==> src/rtl/ctrl_pipeline.sv <==
// Control-word pipeline from Decode through STAGES register stages, with per-stage flush
// and a multicycle hold that parks an op in stage 0 while bubbling stage 1 and stalling Decode.
module ctrl_pipeline #(
    parameter int W         = 8,
    parameter int STAGES    = 3,
    parameter int MC_CYCLES = 4
) (
    input  logic                               clk,
    input  logic                               reset,
    input  logic [W-1:0]                       ctrl_d,
    input  logic                               valid_d,
    input  logic                               stall_d,
    input  logic                               mc_d,
    input  logic [STAGES-1:0]                  flush,
    output logic [STAGES*W-1:0]                ctrl_q,
    output logic [STAGES-1:0]                  valid_q,
    output logic                               hold_d,
    output logic [$clog2(MC_CYCLES+1)-1:0]     mc_count
);
    localparam int CW = $clog2(MC_CYCLES + 1);
    localparam logic [CW-1:0] MC_RELOAD = CW'(MC_CYCLES - 1);

    logic [STAGES-1:0][W-1:0] ctrlReg;
    logic [STAGES-1:0][W-1:0] ctrlNext;
    logic [STAGES-1:0]        validReg;
    logic [STAGES-1:0]        validNext;
    logic [CW-1:0]            mcCountReg;
    logic [CW-1:0]            mcCountNext;
    logic                     busy;

    // Derived only from the counter register so hold_d has no combinational input path.
    assign busy     = (mcCountReg != '0);
    assign hold_d   = busy;
    assign mc_count = mcCountReg;
    assign ctrl_q   = ctrlReg;
    assign valid_q  = validReg;

    always_comb begin
        ctrlNext[0]  = ctrlReg[0];
        validNext[0] = validReg[0];
        mcCountNext  = mcCountReg;
        if (flush[0]) begin
            ctrlNext[0]  = '0;
            validNext[0] = 1'b0;
            mcCountNext  = '0;
        end else if (busy) begin
            mcCountNext  = mcCountReg - 1'b1;
        end else if (stall_d) begin
            ctrlNext[0]  = '0;
            validNext[0] = 1'b0;
        end else begin
            ctrlNext[0]  = ctrl_d;
            validNext[0] = valid_d;
            mcCountNext  = (valid_d && mc_d) ? MC_RELOAD : '0;
        end
    end

    // Stage 1 also bubbles while the multicycle op is parked upstream.
    for (genvar gi = 1; gi < STAGES; gi++) begin : g_stage
        logic kill;
        if (gi == 1) begin : g_first
            assign kill = flush[gi] | busy;
        end else begin : g_rest
            assign kill = flush[gi];
        end
        assign ctrlNext[gi]  = kill ? '0 : ctrlReg[gi-1];
        assign validNext[gi] = kill ? 1'b0 : validReg[gi-1];
    end

    always_ff @(posedge clk or negedge reset) begin
        if (!reset) begin
            ctrlReg    <= '0;
            validReg   <= '0;
            mcCountReg <= '0;
        end else begin
            ctrlReg    <= ctrlNext;
            validReg   <= validNext;
            mcCountReg <= mcCountNext;
        end
    end
endmodule

==> config.mk <==
export PLATFORM = sky130hd
export DESIGN_NAME = ctrl_pipeline
export DESIGN_NICKNAME = d
export VERILOG_FILES = /design/src/rtl/ctrl_pipeline.sv
export SDC_FILE = /design/constraint.sdc
export NUM_CORES = 1
export LEC_CHECK = 0
export CORE_ASPECT_RATIO = 0.7
export CORE_MARGIN = 4
export CORE_UTILIZATION = 41
export DETAILED_ROUTE_END_ITERATION = 10
export PLACE_DENSITY = 0.78
export SYNTH_ARGS = -nofsm -noshare
export SYNTH_HDL_FRONTEND = slang
export SYNTH_SLANG_ARGS = --single-unit
==> constraint.sdc <==
create_clock -name clk -period 1.5 [get_ports clk]
set_input_delay 0.3 -clock clk [delete_from_list [all_inputs] [get_ports clk]]
set_output_delay 0.3 -clock clk [all_outputs]
set_load 0.1 [all_outputs]
Word level (Yosys, flattened, before mapping)
Cells that the tools add are included.
{"block": "totals", "ff_bits": 30, "latch_bits": 0, "ram_bits": 0, "romBits": 0, "inputBits": 16, "wordCells": 26, "memories": 0}
{"block": "op_classes", "add_sub_neg": 1, "mul": 0, "div": 0, "order_cmp": 0, "n_eq_ne": 2, "shift": 0, "muxes": 14, "bitwise_logic": 1, "n_reduce_logical": 2}
{"operator": "2-to-1 mux 8 bit", "count": 5}
{"operator": "2-to-1 mux 3 bit", "count": 3}
{"operator": "2-to-1 mux 1 bit", "count": 5}
{"operator": "!= test 3 x 1 -> 1 bit, second input constant", "count": 1}
{"operator": "nonzero test 3 bit", "count": 1}
{"operator": "subtractor 3 x 1 -> 3 bit, second input constant", "count": 1}
{"operator": "2-to-1 mux 2 bit", "count": 1}
{"operator": "!= test 2 bit, second input constant", "count": 1}
{"operator": "logical AND 1 bit", "count": 1}
{"operator": "OR 1 bit", "count": 1}

Longest topological paths before layout
Gate-level depths: netlist of the first run.
{"block": "depth", "ltp_word": 5, "depth_mapped": 7}

Least setup slack after synthesis of the first run
OpenSTA, ideal clock, no wires.
{"block": "synth_timing", "path_type": "register to register", "startpoint": "reg mcCountReg[0] (netlist: mc_count[0])", "endpoint": "reg ctrlReg (netlist bit ctrl_q[0])", "setup_time_ps": 69, "arrival_time_ps": 2101, "required_time_ps": 1431, "slack_ps": -670, "path_stages_with_launch": 8, "path_buffers": 2, "synth_period_minus_slack_ps": 2170, "cell_sequence": "dfrtp_1 > inv_1 > ha_1 > nand2b_4 > buf_6 > nor2b_4 > buf_6 > a22o_1"}
{"block": "synth_via", "elab_chain_cells": 2}
{"item": "start: declaration", "line_no": "27", "text": "logic [CW-1:0] mcCountReg;"}
{"item": "start signal: assignment", "line_no": "78", "text": "mcCountReg <= mcCountNext;"}
{"item": "nonzero test 3 bit", "line_no": "32", "text": "assign busy = (mcCountReg != '0);"}
{"item": "net hold_d", "line_no": "17", "text": "output logic hold_d,"}
{"item": "!= test 2 bit (no source line)"}
{"item": "end signal: assignment", "line_no": "76", "text": "ctrlReg <= ctrlNext;"}
{"item": "end: declaration", "line_no": "23", "text": "logic [STAGES-1:0][W-1:0] ctrlReg;"}
The timed path passes the listed nets, and every way through them passes these cells.
A chain may end at the register's enable or synchronous reset.

Worst setup path after layout of the first run
{"block": "layout_timing", "startpoint": "reg mcCountReg[1] (netlist: mc_count[1])", "endpoint": "out hold_d"}
{"block": "layout_via", "elab_chain_cells": 1}
{"item": "nonzero test 3 bit", "line_no": "32"}
{"item": "end: declaration", "line_no": "17"}
No other way between the ends.

==> flow_metrics.env, run 1 <==
export IMPL_layout_setup_ws_ns=-0.02898
export IMPL_power_frac_clock_pct=16.3
export IMPL_p_total_mw=3.996
export IMPL_setup_worst_path_class="flop to primary output"
export IMPL_ys_seq_elements=30
export IMPL_die_h_um=51.36
export IMPL_io_buffers=46
export IMPL_maxSlewViolCount=0
export IMPL_irDropWorstVdd_uv=1426
export IMPL_synth_cell_types=14
export IMPL_p_sw_mw=1.809
export IMPL_power_density_mw_per_mm2=1894
export IMPL_r2r_slack_ns=-0.01
export IMPL_clk_pin_slew_ns=0.06
export IMPL_die_area_sq_mm=0.003592
export IMPL_syn2layout_area_growth_pct=91.59
export IMPL_worstPathRequired_ns=1.20
export IMPL_status="finished, violations left"
export IMPL_cts_tree="done"
export IMPL_track_usage_pct=17.97
export IMPL_relSlewSlack_pct=68.43
export IMPL_path_cells="inv_4 > ha_4 > nand2b_4 > buf_12"
export IMPL_synth_avg_cell_area_sq_um=14.88
export IMPL_cts_root_buf="clkbuf_8"
export IMPL_dr_total_vias=827
export IMPL_antenna_found_initial=0
export IMPL_start_util_pct=43.78
export IMPL_critPathCaptureType="primary output"
export IMPL_io_pins=47
export IMPL_layout_common_cells="buf_12 (31), dfrtp_1 (27), clkdlybuf4s50_1 (15), and2_1 (10)"
export IMPL_clock_path_buffers=2
export IMPL_diodes=0
export IMPL_cts_hold_buf=0
export IMPL_finalNonFillerCells=170
export IMPL_min_period_ns=1.529
export IMPL_violations="setup timing"
export IMPL_hold_viol=0
export IMPL_detail_route_wirelength_mm=2.923
export IMPL_max_stage_delay_ns=0.50
export IMPL_fin_worst_skew_ns=0.005864
export IMPL_critPathLaunchType="flop"
export IMPL_dp_slack_ns=-0.02138
export IMPL_grt_max_degree=31
export IMPL_fmax_ghz=0.6540
export IMPL_postPlaceCellArea_sq_mm=0.001926
export IMPL_synth_top_cell_by_area="dfrtp_1"
export IMPL_p_int_mw=2.187
export IMPL_p_comb_share_pct=56.8
export IMPL_wl_per_cell_um=17.19
export IMPL_overflow=0
export IMPL_die_w_um=69.94
export IMPL_seq_power_share_pct=26.9
export IMPL_drc_errors=0
export IMPL_stdcell_area_sq_mm=0.002110
export IMPL_grt_setup_unrepaired="true"
export IMPL_grt_pass1_vias=905
export IMPL_yosysWarningCount=0
export IMPL_synth_seq_area_share_pct=68.18
export IMPL_timing_final_crit_share_pct=101.9
export IMPL_holdWs_ns=0.4126
export IMPL_hpwl_mm=2.119
export IMPL_dr_pass1_iters=3
export IMPL_gp_congestion=0.7770
export IMPL_slowest_stage="dfrtp_4"
export IMPL_syn_num_nets=92
export IMPL_rows=15
export IMPL_dr_first_iter_drc_count=30
export IMPL_critPathArrivalTime_ns=1.23
export IMPL_tightestPinTransition_ns=0.4721
export IMPL_cts_buffers=5
export IMPL_leakage_nw=0.9631
export IMPL_fin_nets=153
export IMPL_layout_drive_gt1_share_pct=44.12
export IMPL_synth_area_leaders="dfrtp_1 (68%), a22o_1 (7.2%), and2_1 (5.7%)"
export IMPL_core_sq_mm=0.002515
export IMPL_worstPathMaxFanout=3
export IMPL_placed_cells=153
export IMPL_htree_levels=2
export IMPL_grt_pass1_wl_mm=4.761
export IMPL_netlist_area_sq_mm=0.001101
export IMPL_synth_cells=74
export IMPL_postRouteAntennaNets=0
export IMPL_drv_cap=0
export IMPL_hold_class="primary input to asynchronous set/reset pin"
export IMPL_layout_cells_most_common="buf_12"
export IMPL_swShare_pct=45.28
export IMPL_via_per_inst=4.865
export IMPL_synth_top_area_share_pct=68.18
export IMPL_setup_viol=2
export IMPL_cts_sinks=30
export IMPL_clock_latency_ns=0.28
-- kinds of logic (layout without fill, tap and decap cells) --
family          after synthesis  in the layout  synth area share [%]
compound gates               13             13                 9.887
xor+xnor                      1              1                0.7956
fa+ha+maj                     2              2                 2.272
buf+inv                       4             64                 2.727
flops                        30             30                 68.18
simple gates                 24             26                 16.14
-- registers in the layout, summed over array words and instances, names as in the netlist --
name / flops
mc_count: 3
valid_q: 3
ctrl_q: 24
-- path summary, 6_finish.rpt --
| check | end | cells past startpoint | from |
|---|---|---|---|
| hold / removal | valid_q[1] | 2 | reset |
| max in group asynchronous | mc_count[0] | 2 | reset |
| hold reg to reg | ctrl_q[17] | 1 | ctrl_q[9] |
| min in group clk | ctrl_q[17] | 1 | ctrl_q[9] |
| setup reg to reg | mc_count[1] | 7 | mc_count[1] |
| setup / recovery | hold_d | 4 | mc_count[1] |
-- metal layers --
metal	global-route usage, %	vias up	part of all wire [%]
met4	6.688	0	1.6
li1	-	381	-
met1	20.60	401	42
met3	6.680	7	6.5
met5	0	-	0
met2	31.03	38	50
-- worst max-delay path, delay by kind of cell (launching register included) --
family        cells  cell delay, ns
flops             1            0.50
buf+inv           2            0.25
fa+ha+maj         1            0.14
simple gates      1            0.07
-- metrics by stage --
step            TNS [ns]  util (%)
3_5_place_dp    -0.06012     76.57
3_3_place_gp           0     76.57
5_1_grt          -0.3059     83.88
4_1_cts        -0.006208     81.99
6_report        -0.04282     83.88
2_1_floorplan     -1.538         -
-- repair_timing --
action,4_1_cts,5_1_grt
buffers inserted,6,1
setup endpoints to repair,1,11
pin swaps,0,2
gates cloned,0,2
resized for setup,0,4
-- cells in the mapped netlist --
cell type / number
inv_1: 2
buf_6: 2
a22o_1: 9
nor2_2: 1
ha_1: 2
nor3_4: 1
and2_1: 10
dfrtp_1: 30
a211oi_1: 4
nor2b_4: 1
xor2_1: 1
nor2b_1: 9
and3b_1: 1
nand2b_4: 1
-- final cells by class --
class	count	area [sq um]
inverters	2	12.51
fillers	127	405.4
clock inverters	1	5.005
repair buffers	54	830.8
flip-flops and latches	30	759.5
clock buffers	7	86.33
multi-input cells	42	372.9
well taps	34	42.54
-- power by group through the flow --
stage	Combinational [mW]	Clock [mW]	Sequential [mW]
after global routing	2.33	0.715	1.09
after floorplan	0.632	0	1.80
after detailed placement	1.99	0	1.11
after global placement	1.95	0	1.10
after CTS	2.16	0.661	1.07
final	2.27	0.651	1.07
No activity file was read; power rests on OpenSTA's default activity.
==> inputs of run 2 (changes only) <==
TNS_END_PERCENT = 1   (was not set)
==> run 2 against run 1 <==
  * The flow still finishes with violations (setup timing)
  * Combinational power is 2% lower
  * Register-to-register slack better by 0.03 ns
  * Routed wire length is 4.1% lower
  * Sequential cell count stayed put
==> flow_metrics.env, run 2 (same netlist as run 1, synthesis figures left out) <==
export IMPL_worstPathRequired_ns=1.20
export IMPL_r2r_slack_ns=0.02
export IMPL_slowest_stage="dfrtp_4"
export IMPL_tightestPinTransition_ns=0.3741
export IMPL_fmax_ghz=0.6616
export IMPL_gp_congestion=0.7770
export IMPL_core_sq_mm=0.002515
export IMPL_path_delay_family="flip-flops"
export IMPL_drv_cap=0
export IMPL_grt_setup_unrepaired="true"
export IMPL_path_cells="inv_4 > ha_4 > nand2b_4 > buf_12"
export IMPL_power_frac_clock_pct=16.3
export IMPL_max_stage_delay_ns=0.49
export IMPL_clk_pin_slew_ns=0.06
export IMPL_postRouteAntennaNets=0
export IMPL_critPathCaptureType="primary output"
export IMPL_overflow=0
export IMPL_setup_worst_path_class="flop to primary output"
export IMPL_fill_cells=130
export IMPL_cts_sinks=30
export IMPL_relSlewSlack_pct=74.98
export IMPL_cts_buffers=5
export IMPL_hold_viol=0
export IMPL_layout_drive_gt1_share_pct=43.28
export IMPL_timing_final_crit_share_pct=100.8
export IMPL_drc_errors=0
export IMPL_fin_tns_setup_ns=-0.01155
export IMPL_antenna_found_initial=0
export IMPL_cts_root_buf="clkbuf_8"
export IMPL_die_area_sq_mm=0.003592
export IMPL_grt_pass1_vias=905
export IMPL_postLayoutCoreUtil_pct=83.03
export IMPL_maxSlewViolCount=0
export IMPL_setup_viol=1
export IMPL_status="finished, violations left"
export IMPL_layout_cells_most_common="buf_12"
export IMPL_swShare_pct=45.17
export IMPL_diodes=0
export IMPL_critPathLaunchType="flop"
export IMPL_irDropWorstVdd_uv=1206
export IMPL_hold_class="primary input to asynchronous set/reset pin"
export IMPL_fin_worst_skew_ns=0.005929
export IMPL_io_pins=47
export IMPL_violations="setup timing"
export IMPL_cts_tree="done"
export IMPL_cts_hold_buf=0
export IMPL_grt_pass1_wl_mm=4.761
export IMPL_htree_levels=2
export IMPL_start_util_pct=43.78
export IMPL_dr_total_vias=823
export IMPL_rows=15
export IMPL_timing_rr_start="mc_count[1]"
export IMPL_clock_path_buffers=2
export IMPL_seq_power_share_pct=27.2
export IMPL_leakage_nw=0.9509
export IMPL_detail_route_wirelength_mm=2.803
export IMPL_track_usage_pct=17.97
export IMPL_ff2ff_path_depth=7
export IMPL_io_buffers=46
export IMPL_via_per_inst=4.899
export IMPL_grt_max_degree=31
export IMPL_die_w_um=69.94
export IMPL_worstPathMaxFanout=3
export IMPL_layout_common_cells="buf_12 (31), dfrtp_1 (27), clkdlybuf4s50_1 (15), and2_1 (10)"
export IMPL_fin_nets=151
export IMPL_reg2reg_to="mc_count[1]"
export IMPL_power_density_mw_per_mm2=1882
export IMPL_dr_first_iter_drc_count=41
export IMPL_wl_per_cell_um=16.68
export IMPL_p_int_mw=2.155
export IMPL_dr_pass1_iters=4
export IMPL_worst_path_buf_inv=2
export IMPL_critPathArrivalTime_ns=1.21
export IMPL_p_sw_mw=1.776
export IMPL_die_h_um=51.36
export IMPL_hpwl_mm=2.119
export IMPL_min_period_ns=1.512
export IMPL_finalNonFillerCells=168
export IMPL_placed_cells=153
export IMPL_layout_setup_ws_ns=-0.01155
export IMPL_syn2layout_area_growth_pct=89.66
export IMPL_largest_reg_flops=24
export IMPL_clock_latency_ns=0.27
export IMPL_dp_slack_ns=-0.02138
export IMPL_p_comb_share_pct=56.4
[run 2: changes by cell type in the layout (fill, tap and decap cells not counted)]
cell | before | now
buf_4 | 8 | 7
nor2b_4 | 2 | 1
[run 2: repair_timing]
item | 4_1_cts | 5_1_grt
setup buffers | 6 | 0
resized for setup | 0 | 3
pin swaps | 0 | 5
setup endpoints to repair | 1 | 11
gates cloned | 0 | 1
[run 2: layout make-up]
type / count / area [sq um] / share of cell area (%)
clock inverter: 1 / 5.005 / 0.2397
multi-input combinational: 41 / 359.1 / 17.20
timing repair buffer: 53 / 823.3 / 39.42
clock buffer: 7 / 86.33 / 4.134
tap: 34 / 42.54 / 2.037
inverter: 2 / 12.51 / 0.5992
sequential: 30 / 759.5 / 36.37
[run 2: worst max-delay path by stage]
stage	cells past startpoint	endpoint	slack, ns	from
final	4	hold_d	-0.01	mc_count[1]
after global routing	4	hold_d	-0.07	mc_count[1]
after CTS	4	hold_d	-0.006	mc_count[1]
after detailed placement	3	ctrl_q[0]	-0.02	flush[0]
after global placement	3	ctrl_q[1]	0.05	flush[0]
after floorplan	7	ctrl_q[0]	-0.16	mc_count[1]
[run 2: worst register-to-register path, delay by kind of cell (launching register included)]
family / cells / cell delay, ns
buffers and inverters: 3 / 0.40
AOI/OAI and AO/OA: 2 / 0.26
and+or+nand+nor: 1 / 0.07
DFF: 1 / 0.49
adders and majority gates: 1 / 0.13
[run 2: power by group through the flow]
stage	logic (mW)	registers (mW)	clock network, mW
after global placement	1.95	1.10	0
after global routing	2.29	1.09	0.714
after floorplan	0.632	1.80	0
after CTS	2.16	1.07	0.661
after detailed placement	1.99	1.11	0
final	2.22	1.07	0.643
[run 2: per-stage QoR]
stage	hold WS, ns	total power, mW	instance area (sq um)
after global placement	0.5396	3.051	1926
after detailed placement	0.5554	3.103	1926
after CTS	0.4264	3.893	2062
after floorplan	0.004409	2.435	1136
final	0.4184	3.931	2088
after global routing	0.4473	4.093	2088
[run 2: layer usage]
layer,up-vias,GRT usage [%],share of wire [%]
li1,370,-,-
met1,390,20.60,40
met2,51,31.03,50
met3,12,6.680,7.5
met4,0,6.688,2.4
met5,-,0,0
==> inputs of run 3 (changes only) <==
GPL_ROUTABILITY_DRIVEN = 0   (was not set)
==> results of run 3 <==
Final layout, timing and power as in run 2 (identical DEF).
